<file path="src/rtl/bca_pkg.sv">
// Shared types for the parametrised bit-counting (BCA) block.
package bca_pkg;

    typedef enum logic [1:0] {
        S_IDLE,
        S_COUNT,
        S_DONE
    } bca_state_t;

endpackage

</file>
<file path="src/rtl/bca_chunk_popcount.sv">
// Combinational popcount of one STEP-bit chunk of the operand.
module bca_chunk_popcount #(
    parameter int STEP = 1,
    parameter int PW   = $clog2(STEP + 1)
) (
    input  logic [STEP-1:0] bits,
    output logic [PW-1:0]   count
);

    always_comb begin
        count = '0;
        for (int i = 0; i < STEP; i++) begin
            count = count + PW'(bits[i]);
        end
    end

endmodule

</file>
<file path="src/rtl/bca_param_counter.sv">
// Counts set (or clear) bits of a WIDTH-bit operand, STEP bits per cycle,
// stopping as soon as the remaining shifted operand is zero.
module bca_param_counter
    import bca_pkg::*;
#(
    parameter int WIDTH = 8,
    parameter int STEP  = 1,
    parameter int CW    = $clog2(WIDTH + 1)
) (
    input  logic             clk,
    input  logic             reset_n,
    input  logic             start,
    input  logic             count_zeros,
    input  logic [WIDTH-1:0] data_in,
    output logic             busy,
    output logic             done,
    output logic [CW-1:0]    result
);

    localparam int            PW      = $clog2(STEP + 1);
    localparam logic [CW-1:0] WIDTH_C = CW'(WIDTH);

    generate
        if (WIDTH < 2 || STEP < 1 || (WIDTH % STEP) != 0) begin : g_bad_params
            $error("bca_param_counter: need WIDTH >= 2 and STEP >= 1 dividing WIDTH");
        end
    endgenerate

    bca_state_t       state_q, state_d;
    logic [WIDTH-1:0] data_q, data_d;
    logic [CW-1:0]    cnt_q, cnt_d;
    logic             mode_q, mode_d;
    logic [PW-1:0]    chunk_ones;
    logic [WIDTH-1:0] data_shr;

    bca_chunk_popcount #(
        .STEP (STEP)
    ) u_chunk_popcount (
        .bits  (data_q[STEP-1:0]),
        .count (chunk_ones)
    );

    // With STEP == WIDTH the whole operand is consumed in one add cycle.
    generate
        if (STEP == WIDTH) begin : g_shr_all
            assign data_shr = '0;
        end else begin : g_shr_step
            assign data_shr = data_q >> STEP;
        end
    endgenerate

    // Handshake: start is a level. It is accepted on any edge where it is
    // sampled high in IDLE; the result is valid while done is high, and start
    // must be sampled low in DONE before another operation can be accepted.
    always_comb begin
        state_d = state_q;
        data_d  = data_q;
        cnt_d   = cnt_q;
        mode_d  = mode_q;
        case (state_q)
            S_IDLE: begin
                data_d = data_in;
                mode_d = count_zeros;
                if (start) begin
                    state_d = S_COUNT;
                    cnt_d   = '0;
                end
            end
            S_COUNT: begin
                if (data_q == '0) begin
                    state_d = S_DONE;
                end else begin
                    cnt_d  = cnt_q + CW'(chunk_ones);
                    data_d = data_shr;
                end
            end
            S_DONE: begin
                if (!start) begin
                    state_d = S_IDLE;
                end
            end
            default: state_d = S_IDLE;
        endcase
    end

    always_ff @(posedge clk or negedge reset_n) begin
        if (!reset_n) begin
            state_q <= S_IDLE;
            data_q  <= '0;
            cnt_q   <= '0;
            mode_q  <= 1'b0;
        end else begin
            state_q <= state_d;
            data_q  <= data_d;
            cnt_q   <= cnt_d;
            mode_q  <= mode_d;
        end
    end

    assign busy   = (state_q == S_COUNT);
    assign done   = (state_q == S_DONE);
    // Zeros are counted as WIDTH minus ones, so early termination holds in both modes.
    assign result = mode_q ? (WIDTH_C - cnt_q) : cnt_q;

endmodule

</file>
<file path="config.mk">
export PLATFORM = sky130hd
export DESIGN_NAME = bca_param_counter
export DESIGN_NICKNAME = d
export VERILOG_FILES = /design/src/rtl/bca_pkg.sv /design/src/rtl/bca_chunk_popcount.sv /design/src/rtl/bca_param_counter.sv
export SDC_FILE = /design/constraint.sdc
export NUM_CORES = 1
export LEC_CHECK = 0
export CORE_MARGIN = 2
export CORE_UTILIZATION = 50
export CTS_CLUSTER_SIZE = 16
export DETAILED_ROUTE_END_ITERATION = 8
export DONT_BUFFER_PORTS = 1
export PLACE_DENSITY = 0.72
export SKIP_CTS_REPAIR_TIMING = 1
export SYNTH_ARGS = -nofsm -noshare
export SYNTH_HDL_FRONTEND = slang
export SYNTH_SLANG_ARGS = --single-unit
</file>
<file path="constraint.sdc">
create_clock -name clk -period 1.5 [get_ports clk]
set_clock_uncertainty 0.1 [all_clocks]
set_input_delay 0.45 -clock clk [delete_from_list [all_inputs] [get_ports clk]]
set_output_delay 0.45 -clock clk [all_outputs]
set_load 0.02 [all_outputs]
</file>
==> results of run 1 <==
## cells in the mapped netlist (3+ instances only)
cell type / n
nor2_1: 3
o21ai_0: 6
inv_1: 5
o22ai_1: 6
a21oi_1: 4
mux2i_1: 4
nor2b_1: 3
dfrtp_1: 15
ha_1: 3
nand2_1: 9
## cell usage in the layout (no fill, tap or decap), drive strengths merged, types with 3 or more instances in the layout
master / instances
a21oi: 4
buf: 24
clkbuf: 4
dfrtp: 15
ha: 3
inv: 5
mux2i: 4
nand2: 9
nor2: 3
nor2b: 3
o21ai: 6
o22ai: 6
## logic make-up (layout without fill, tap and decap cells)
kind of cell / after synthesis / count (layout) / share of synthesized area [%]
xor+xnor: 2 / 2 / 2.084
simple gates: 23 / 23 / 16.67
compound gates: 26 / 26 / 21.43
fa+ha+maj: 3 / 3 / 4.465
buf+inv: 9 / 34 / 4.613
mux: 5 / 5 / 6.101
flops: 15 / 15 / 44.64
## metrics by stage
| stage | hold slack, ns | cell area [µm²] |
|---|---|---|
| after floorplan | 0.05441 | 865.8 |
| after global placement | 0.05481 | 993.5 |
| after detailed placement | 0.05487 | 993.5 |
| after CTS | -0.2686 | 1020 |
| after global routing | 0.1943 | 1147 |
| final | 0.1910 | 1147 |
## routing by layer
layer	GRT usage (%)	wire, µm	vias to the layer above
li1	-	-	362
met1	29.61	952	386
met2	29.14	1131	34
met3	4.800	152	10
met4	15.29	75	0
met5	0	0	-
## worst paths after layout
kind | end | slack, ns
max | result[3] | -0.38
min | data_q[7]$_DFFE_PN0P_ | 0.19
max reg2reg | cnt_q[2]$_DFFE_PN0P_ | -0.07
min reg2reg | mode_q$_DFFE_PN0P_ | 0.46
max in group asynchronous | state_q[1]$_DFFE_PN0P_ | 0.30
min in group asynchronous | cnt_q[1]$_DFFE_PN0P_ | 0.53
## flip-flops by register name, indices dropped and copies added, names as in the netlist
register  flops
data_q        8
cnt_q         4
mode_q        1
state_q       2
## where the power goes
| part | total, mW | leakage, nW | switching, mW | internal, mW |
|---|---|---|---|---|
| Combinational | 1.66 | 0.319 | 0.800 | 0.858 |
| Sequential | 0.798 | 0.185 | 0.214 | 0.584 |
| Clock | 0.239 | 0.0150 | 0.135 | 0.104 |
| Total | 2.69 | 0.519 | 1.15 | 1.55 |
## area by class of cell
cell class | instances | area (µm²) | share of cell area (%)
Clock buffer | 4 | 26.28 | 2.290
Sequential cell | 15 | 377.9 | 32.93
Tap cell | 16 | 20.02 | 1.745
Multi-Input combinational cell | 59 | 510.5 | 44.49
Inverter | 5 | 18.77 | 1.636
Timing Repair Buffer | 25 | 193.9 | 16.90
==> flow_summary.json, run 1 <==
{
  "outcome": "complete, but fails checks",
  "violations": "setup timing",
  "min_period_over_period_pct": 125.5,
  "final_cells": 124,
  "clkSinkCount": 15,
  "fin_nets": 124,
  "fmax_ghz": 0.5312,
  "layout-drive-gt1-share_pct": 46.30,
  "synth_seq_cells": 15,
  "avgSynthCellArea_um2": 10.13,
  "antenna_found_initial": 0,
  "synth_cell_types": 29,
  "hpwl_mm": 1.437,
  "grt_usage_pct": 21.34,
  "power.total_mw": 2.695,
  "grt_max_degree": 16,
  "crit_cells": 3,
  "grt_pass1_wl_mm": 2.980,
  "yosys_warnings": 0,
  "postRouteAntennaNets": 0,
  "ir_drop_v": 0.001461,
  "io-pin-count": 18,
  "grt_pass1_vias": 681,
  "path_clk_slew_ns": 0.09,
  "die-area_mm2": 0.002025,
  "crit_slowest_cell": "dfrtp_1",
  "die_w_um": 45.01,
  "syn-cell-area_um2": 840.8,
  "cap_violations": 0,
  "synth_top_area_share_pct": 44.64,
  "crit_chain": "nor4b_2 -> xor2_1 -> buf_4",
  "rsz0062_at_grt": "true",
  "synth.area.top_cells": "dfrtp_1 45%, mux2i_1 4.8%, ha_1 4.5%, o22ai_1 4.5%, nand2_1 4.0%",
  "final.setup.tns_ns": -1.350,
  "clk_path_buf_depth": 2,
  "hp-class": "input port to flip-flop",
  "critPathBufInv": 1,
  "clk_latency_ns": 0.29,
  "drt_iter0_markers": 18,
  "r2r_cells": 7,
  "place.gp.congestion": 0.8315,
  "die_h_um": 45.01,
  "cp-end-kind": "output port",
  "core.rowCount": 14,
  "timing.rr.start": "cnt_q[0]$_DFFE_PN0P_",
  "routed_wl_mm": 2.311,
  "min-delay-start": "data_in[7]",
  "synthArstFlopShare_pct": 100.0,
  "synth_ff_type": "dfrtp_1",
  "relSlewSlack_pct": 54.63,
  "dr.pass1.iters": 4,
  "finalHoldViolCount": 0,
  "final_core_util_pct": 74.43,
  "cp.arrival_ns": 1.33,
  "setup_viol": 8,
  "drc": 0,
  "syn-num-nets": 98,
  "slew_viol_final": 0,
  "critPathMaxFanout": 4,
  "areaGrowthSynthToFinish_pct": 36.46,
  "path_delay_family": "flip-flops",
  "antenna_cells": 0,
  "initial_core_util_pct": 54.55,
  "setup_ws_ns": -0.3825,
  "worst_pin_slew_ns": 0.6783,
  "routed-via-count": 792,
  "required_ns": 0.95,
  "portBuffers": 0,
  "critPathLaunch": "cnt_q[0]$_DFFE_PN0P_",
  "syn_inst": 83,
  "cts_buffers": 3,
  "wire_per_inst_um": 18.64,
  "grt_overflow": 0,
  "core_area_mm2": 0.001541,
  "placed_cells": 112,
  "crit_path_start_kind": "flip-flop",
  "vias_per_cell": 6.387,
  "place_ws_ns": -0.04670,
  "critPathMaxStageDelay_ns": 0.43,
  "htree_levels": 1,
  "cts_tree": "built",
  "crit_type": "flip-flop to output port",
  "leakage_nw": 0.5190,
  "yosysTopAreaCell": "dfrtp_1",
  "synth_edf_count": 0,
  "cts_root_buf": "clkbuf_4",
  "yosysSeqAreaShare_pct": 44.64,
  "holdPathStages": 1,
  "powerDensity_mw_per_mm2": 2349,
  "fillers": 124,
  "layout_min_cycle_time_ns": 1.882
}
Power figures use the tool's default switching activity.
==> inputs of run 2 (changes only) <==
- SYNTH_HIERARCHICAL: unset -> 1
==> flow_summary.json, run 2 <==
{
  "post-synth-top-count-cell": "dfrtp_1",
  "postRouteAntennaNets": 0,
  "synth_edf_count": 0,
  "grt_usage_pct": 22.83,
  "synth_seq_cells": 15,
  "powerDensity_mw_per_mm2": 2385,
  "yosysTopAreaCell": "dfrtp_1",
  "relSlewSlack_pct": 53.47,
  "yosysSeqAreaShare_pct": 44.38,
  "layout-drive-gt1-share_pct": 49.15,
  "dr.pass1.iters": 4,
  "required_ns": 0.95,
  "wire_per_inst_um": 17.51,
  "place_ws_ns": -0.2038,
  "antenna_found_initial": 0,
  "setup_viol": 13,
  "htree_levels": 1,
  "final_common_cell": "buf_4",
  "routed_wl_mm": 2.346,
  "placed_cells": 124,
  "top_register": "data_q",
  "largest_reg_flops": 8,
  "synth_ff_type": "dfrtp_1",
  "cp-end-kind": "output port",
  "vias_per_cell": 6.097,
  "design_area_mm2": 0.001240,
  "synth_cell_types": 31,
  "critPathMaxFanout": 3,
  "io-pin-count": 18,
  "whs_ns": 0.1986,
  "core_area_mm2": 0.001541,
  "reg2reg_slack_ns": -0.21,
  "hpwl_mm": 1.536,
  "grt_max_degree": 16,
  "hp-class": "input port to flip-flop",
  "synth_top_area_share_pct": 44.38,
  "grt_pass1_vias": 768,
  "place.gp.congestion": 0.8612,
  "drt_iter0_markers": 13,
  "min_to": "data_q[7]$_DFFE_PN0P_",
  "synth.area.top_cells": "dfrtp_1 44%, nand2_1 4.9%, mux2i_1 4.7%, ha_1 4.4%, o22ai_1 4.4%",
  "cts_tree": "built",
  "timing.rr.start": "data_q[5]$_DFFE_PN0P_",
  "cts_root_buf": "clkbuf_4",
  "top_regs": "data_q x8, cnt_q x4, state_q x2",
  "cp.arrival_ns": 1.32,
  "crit_path_start_kind": "flip-flop",
  "avgSynthCellArea_um2": 9.398,
  "post_dp_cell_area_mm2": 0.001047,
  "clkSinkCount": 15,
  "syn-cell-area_um2": 845.8,
  "rsz0062_at_grt": "true",
  "violations": "setup timing",
  "fin_nets": 134,
  "min-delay-start": "data_in[7]",
  "path_clk_slew_ns": 0.10,
  "layout_common_cells": "27 x buf_4, 12 x dfrtp_1, 10 x nand2_1",
  "leakage_nw": 0.5690,
  "crit_type": "flip-flop to output port",
  "final.setup.tns_ns": -1.994,
  "drc": 0,
  "die_w_um": 45.13,
  "synthArstFlopShare_pct": 100.0,
  "yosys_warnings": 6,
  "slew_viol_final": 0,
  "syn-num-nets": 105,
  "final_cells": 134,
  "final_core_util_pct": 80.44,
  "reg2reg_to": "cnt_q[2]$_DFFE_PN0P_",
  "worst_pin_slew_ns": 0.6956,
  "setup_ws_ns": -0.3720,
  "finalHoldViolCount": 0,
  "r2r_cells": 3,
  "holdPathStages": 1,
  "syn_inst": 90,
  "core.rowCount": 14,
  "ir_drop_v": 0.001279,
  "layout_min_cycle_time_ns": 1.872,
  "areaGrowthSynthToFinish_pct": 46.60,
  "grt_pass1_wl_mm": 3.360,
  "initial_core_util_pct": 54.87,
  "fmax_ghz": 0.5342,
  "min_period_over_period_pct": 124.8,
  "power.total_mw": 2.958,
  "clk_path_buf_depth": 2,
  "outcome": "complete, but fails checks",
  "cts_buffers": 3,
  "portBuffers": 0,
  "routed-via-count": 817,
  "die-area_mm2": 0.002037,
  "clk_latency_ns": 0.28,
  "antenna_cells": 0,
  "grt_overflow": 0,
  "die_h_um": 45.13,
  "cap_violations": 0,
  "synthTopCellsByCount": "15 x dfrtp_1, 11 x nand2_1, 6 x o22ai_1"
}
==> run 2: cell types whose count changed in the layout (fill, tap and decap cells not counted), moves of 3 or more <==
cell | previous run | this run
buf_6 | 1 | 4
ha_4 | 3 | 0
buf_4 | 23 | 27
a21oi_2 | 0 | 3
ha_1 | 0 | 3
==> run 2: where the power goes <==
group,total (mW),switching [mW],internal (mW)
Clock,0.238,0.135,0.103
Combinational,1.98,0.972,1.00
Sequential,0.742,0.156,0.586
==> run 2: cell type report <==
class | count | area, µm²
clock buffer | 4 | 26.28
fill | 93 | 301.5
inverter | 4 | 15.01
multi-input combinational | 63 | 541.8
sequential | 15 | 379.1
tap | 16 | 20.02
timing repair buffer | 32 | 257.7
==> run 2: how the worst max path moves through the flow <==
stage                           from                   end  slack, ns  depth (start not counted)
6_report        cnt_q[1]$_DFFE_PN0P_             result[2]      -0.37                          4
5_1_grt         cnt_q[0]$_DFFE_PN0P_             result[3]      -0.42                          3
4_1_cts         cnt_q[0]$_DFFE_PN0P_             result[2]      -0.42                          4
3_5_place_dp   data_q[0]$_DFFE_PN0P_  cnt_q[2]$_DFFE_PN0P_      -0.20                          3
3_3_place_gp   data_q[0]$_DFFE_PN0P_  cnt_q[2]$_DFFE_PN0P_      -0.17                          3
2_1_floorplan  data_q[4]$_DFFE_PN0P_  cnt_q[2]$_DFFE_PN0P_      -0.24                          4
==> run 2: cell families (layout without fill, tap and decap cells) <==
kind of cell	count (synthesis)	count (layout)	share of synthesized area (%)
AND/OR/NAND/NOR	27	27	16.57
buffers and inverters	12	40	6.360
multiplexers	5	5	6.065
flip-flops	15	15	44.38
AO/OA/AOI/OAI	26	26	20.12
XOR/XNOR	2	2	2.071
adder cells (fa/ha/maj)	3	3	4.438
==> run 2: layer usage <==
layer / part of all wire, % / routed length (µm) / up-vias / global-route usage, %
met4: 0.81 / 19 / 0 / 7.059
met5: 0 / 0 / - / 0
li1: - / - / 381 / -
met3: 4.6 / 107 / 2 / 2.400
met1: 42 / 975 / 407 / 28.90
met2: 53 / 1245 / 27 / 40.57
==> run 2: critical path: stages, from the launching register on <==
cell and delay [ns]:
dfrtp_1 0.41, inv_1 0.08, ha_1 0.21, nor2b_2 0.16, xnor2_2 0.19
==> inputs of run 3 (changes only) <==
- PLACE_DENSITY: 0.72 -> 0.67
==> flow_summary.json, run 3 (synthesis results as in run 2) <==
{
  "outcome": "complete, but fails checks",
  "violations": "setup timing",
  "powerDensity_mw_per_mm2": 2338,
  "clkSinkCount": 15,
  "die_w_um": 45.13,
  "min-delay-start": "data_in[7]",
  "portBuffers": 0,
  "core.rowCount": 14,
  "cts_root_buf": "clkbuf_4",
  "setup_viol": 13,
  "power_frac_seq_pct": 26.3,
  "clk_path_buf_depth": 2,
  "cp-end-kind": "output port",
  "crit_path_start_kind": "flip-flop",
  "htree_levels": 1,
  "final.setup.tns_ns": -1.948,
  "combPwrFrac_pct": 64.8,
  "critPathBufInv": 1,
  "wire_per_inst_um": 17.92,
  "placed_cells": 123,
  "reg2reg_slack_ns": -0.20,
  "rsz0062_at_grt": "true",
  "swShare_pct": 42.40,
  "postRouteAntennaNets": 0,
  "place.gp.congestion": 0.7859,
  "final_core_util_pct": 80.03,
  "min_period_over_period_pct": 126.9,
  "io-pin-count": 18,
  "ir_drop_v": 0.001427,
  "crit_slowest_cell": "dfrtp_2",
  "grt_overflow": 0,
  "post_dp_cell_area_mm2": 0.001040,
  "fin_nets": 134,
  "place_ws_ns": -0.2032,
  "grt_max_degree": 16,
  "design_area_mm2": 0.001234,
  "fmax_ghz": 0.5253,
  "antenna_found_initial": 0,
  "critPathMaxFanout": 4,
  "initial_core_util_pct": 54.87,
  "drt_iter0_markers": 15,
  "power.switching_mw": 1.223,
  "crit_chain": "nor4b_4 -> xor2_1 -> buf_4",
  "grt_pass1_wl_mm": 3.201,
  "required_ns": 0.95,
  "die-area_mm2": 0.002037,
  "worst_pin_slew_ns": 0.6751,
  "layout_common_cells": "26 x buf_4, 12 x dfrtp_1, 11 x nand2_1",
  "cap_violations": 0,
  "pwr-share-clk_pct": 8.9,
  "cts_tree": "built",
  "areaGrowthSynthToFinish_pct": 45.86,
  "cts_buffers": 3,
  "leakage_nw": 0.5768,
  "hp-class": "input port to flip-flop",
  "routed_wl_mm": 2.401,
  "largest_reg_flops": 8,
  "grt_pass1_vias": 765,
  "top_register": "data_q",
  "crit_type": "flip-flop to output port",
  "top_regs": "data_q x8, cnt_q x4, state_q x2",
  "final_cells": 134,
  "layout_min_cycle_time_ns": 1.904,
  "whs_ns": 0.1652,
  "core_area_mm2": 0.001541,
  "vias_per_cell": 6.060,
  "final_common_cell": "buf_4",
  "cp.arrival_ns": 1.35,
  "power.total_mw": 2.885,
  "finalHoldViolCount": 0,
  "intPower_mw": 1.662,
  "routed-via-count": 812,
  "dr.pass1.iters": 4,
  "antenna_cells": 0,
  "path_delay_family": "flip-flops",
  "setup_ws_ns": -0.4035,
  "hpwl_mm": 1.499,
  "critPathLaunch": "cnt_q[0]$_DFFE_PN0P_",
  "slew_viol_final": 0,
  "relSlewSlack_pct": 54.84,
  "die_h_um": 45.13,
  "drc": 0,
  "clk_latency_ns": 0.31,
  "layout-drive-gt1-share_pct": 49.15,
  "path_clk_slew_ns": 0.10,
  "critPathMaxStageDelay_ns": 0.45,
  "grt_usage_pct": 23.14,
  "timing.rr.start": "data_q[3]$_DFFE_PN0P_"
}
-- run 3: worst reg2reg max path: cells and delay by family, from the launching register on --
family,cells,cell delay [ns]
AND/OR/NAND/NOR,1,0.58
AO/OA/AOI/OAI,2,0.51
flip-flops,1,0.40
-- run 3: final cells by class --
| type | instances | area (µm²) |
|---|---|---|
| Inverter | 4 | 17.52 |
| Sequential cell | 15 | 379.1 |
| Timing Repair Buffer | 32 | 261.5 |
| Tap cell | 16 | 20.02 |
| Clock inverter | 1 | 5.005 |
| Multi-Input combinational cell | 63 | 528.0 |
| Clock buffer | 3 | 22.52 |
| Fill cell | 106 | 307.8 |
-- run 3: layer usage --
| metal | part of all wire [%] | routed length (µm) | global-route usage, % | vias up |
|---|---|---|---|---|
| met5 | 0 | 0 | 0 | - |
| met4 | 1.8 | 44 | 12.35 | 0 |
| met3 | 4.5 | 107 | 4.800 | 5 |
| met2 | 52 | 1256 | 40.00 | 18 |
| met1 | 41 | 992 | 26.53 | 404 |
| li1 | - | - | - | 385 |
-- run 3: power groups by stage --
stage               clock [mW]  sequential, mW  combinational (mW)
floorplan                    0           0.726               0.928
global placement             0           0.722                1.43
detailed placement           0           0.732                1.47
CTS                      0.251           0.724                1.47
global route             0.274           0.778                2.02
finish                   0.255           0.759                1.87
-- run 3: worst paths after layout --
kind / to / depth (start not counted)
max in group asynchronous: state_q[1]$_DFFE_PN0P_ / 1
hold / removal: data_q[7]$_DFFE_PN0P_ / 1
setup reg to reg: cnt_q[2]$_DFFE_PN0P_ / 3
min in group asynchronous: cnt_q[1]$_DFFE_PN0P_ / 1
hold reg to reg: cnt_q[3]$_DFFE_PN0P_ / 2
setup / recovery: result[3] / 3
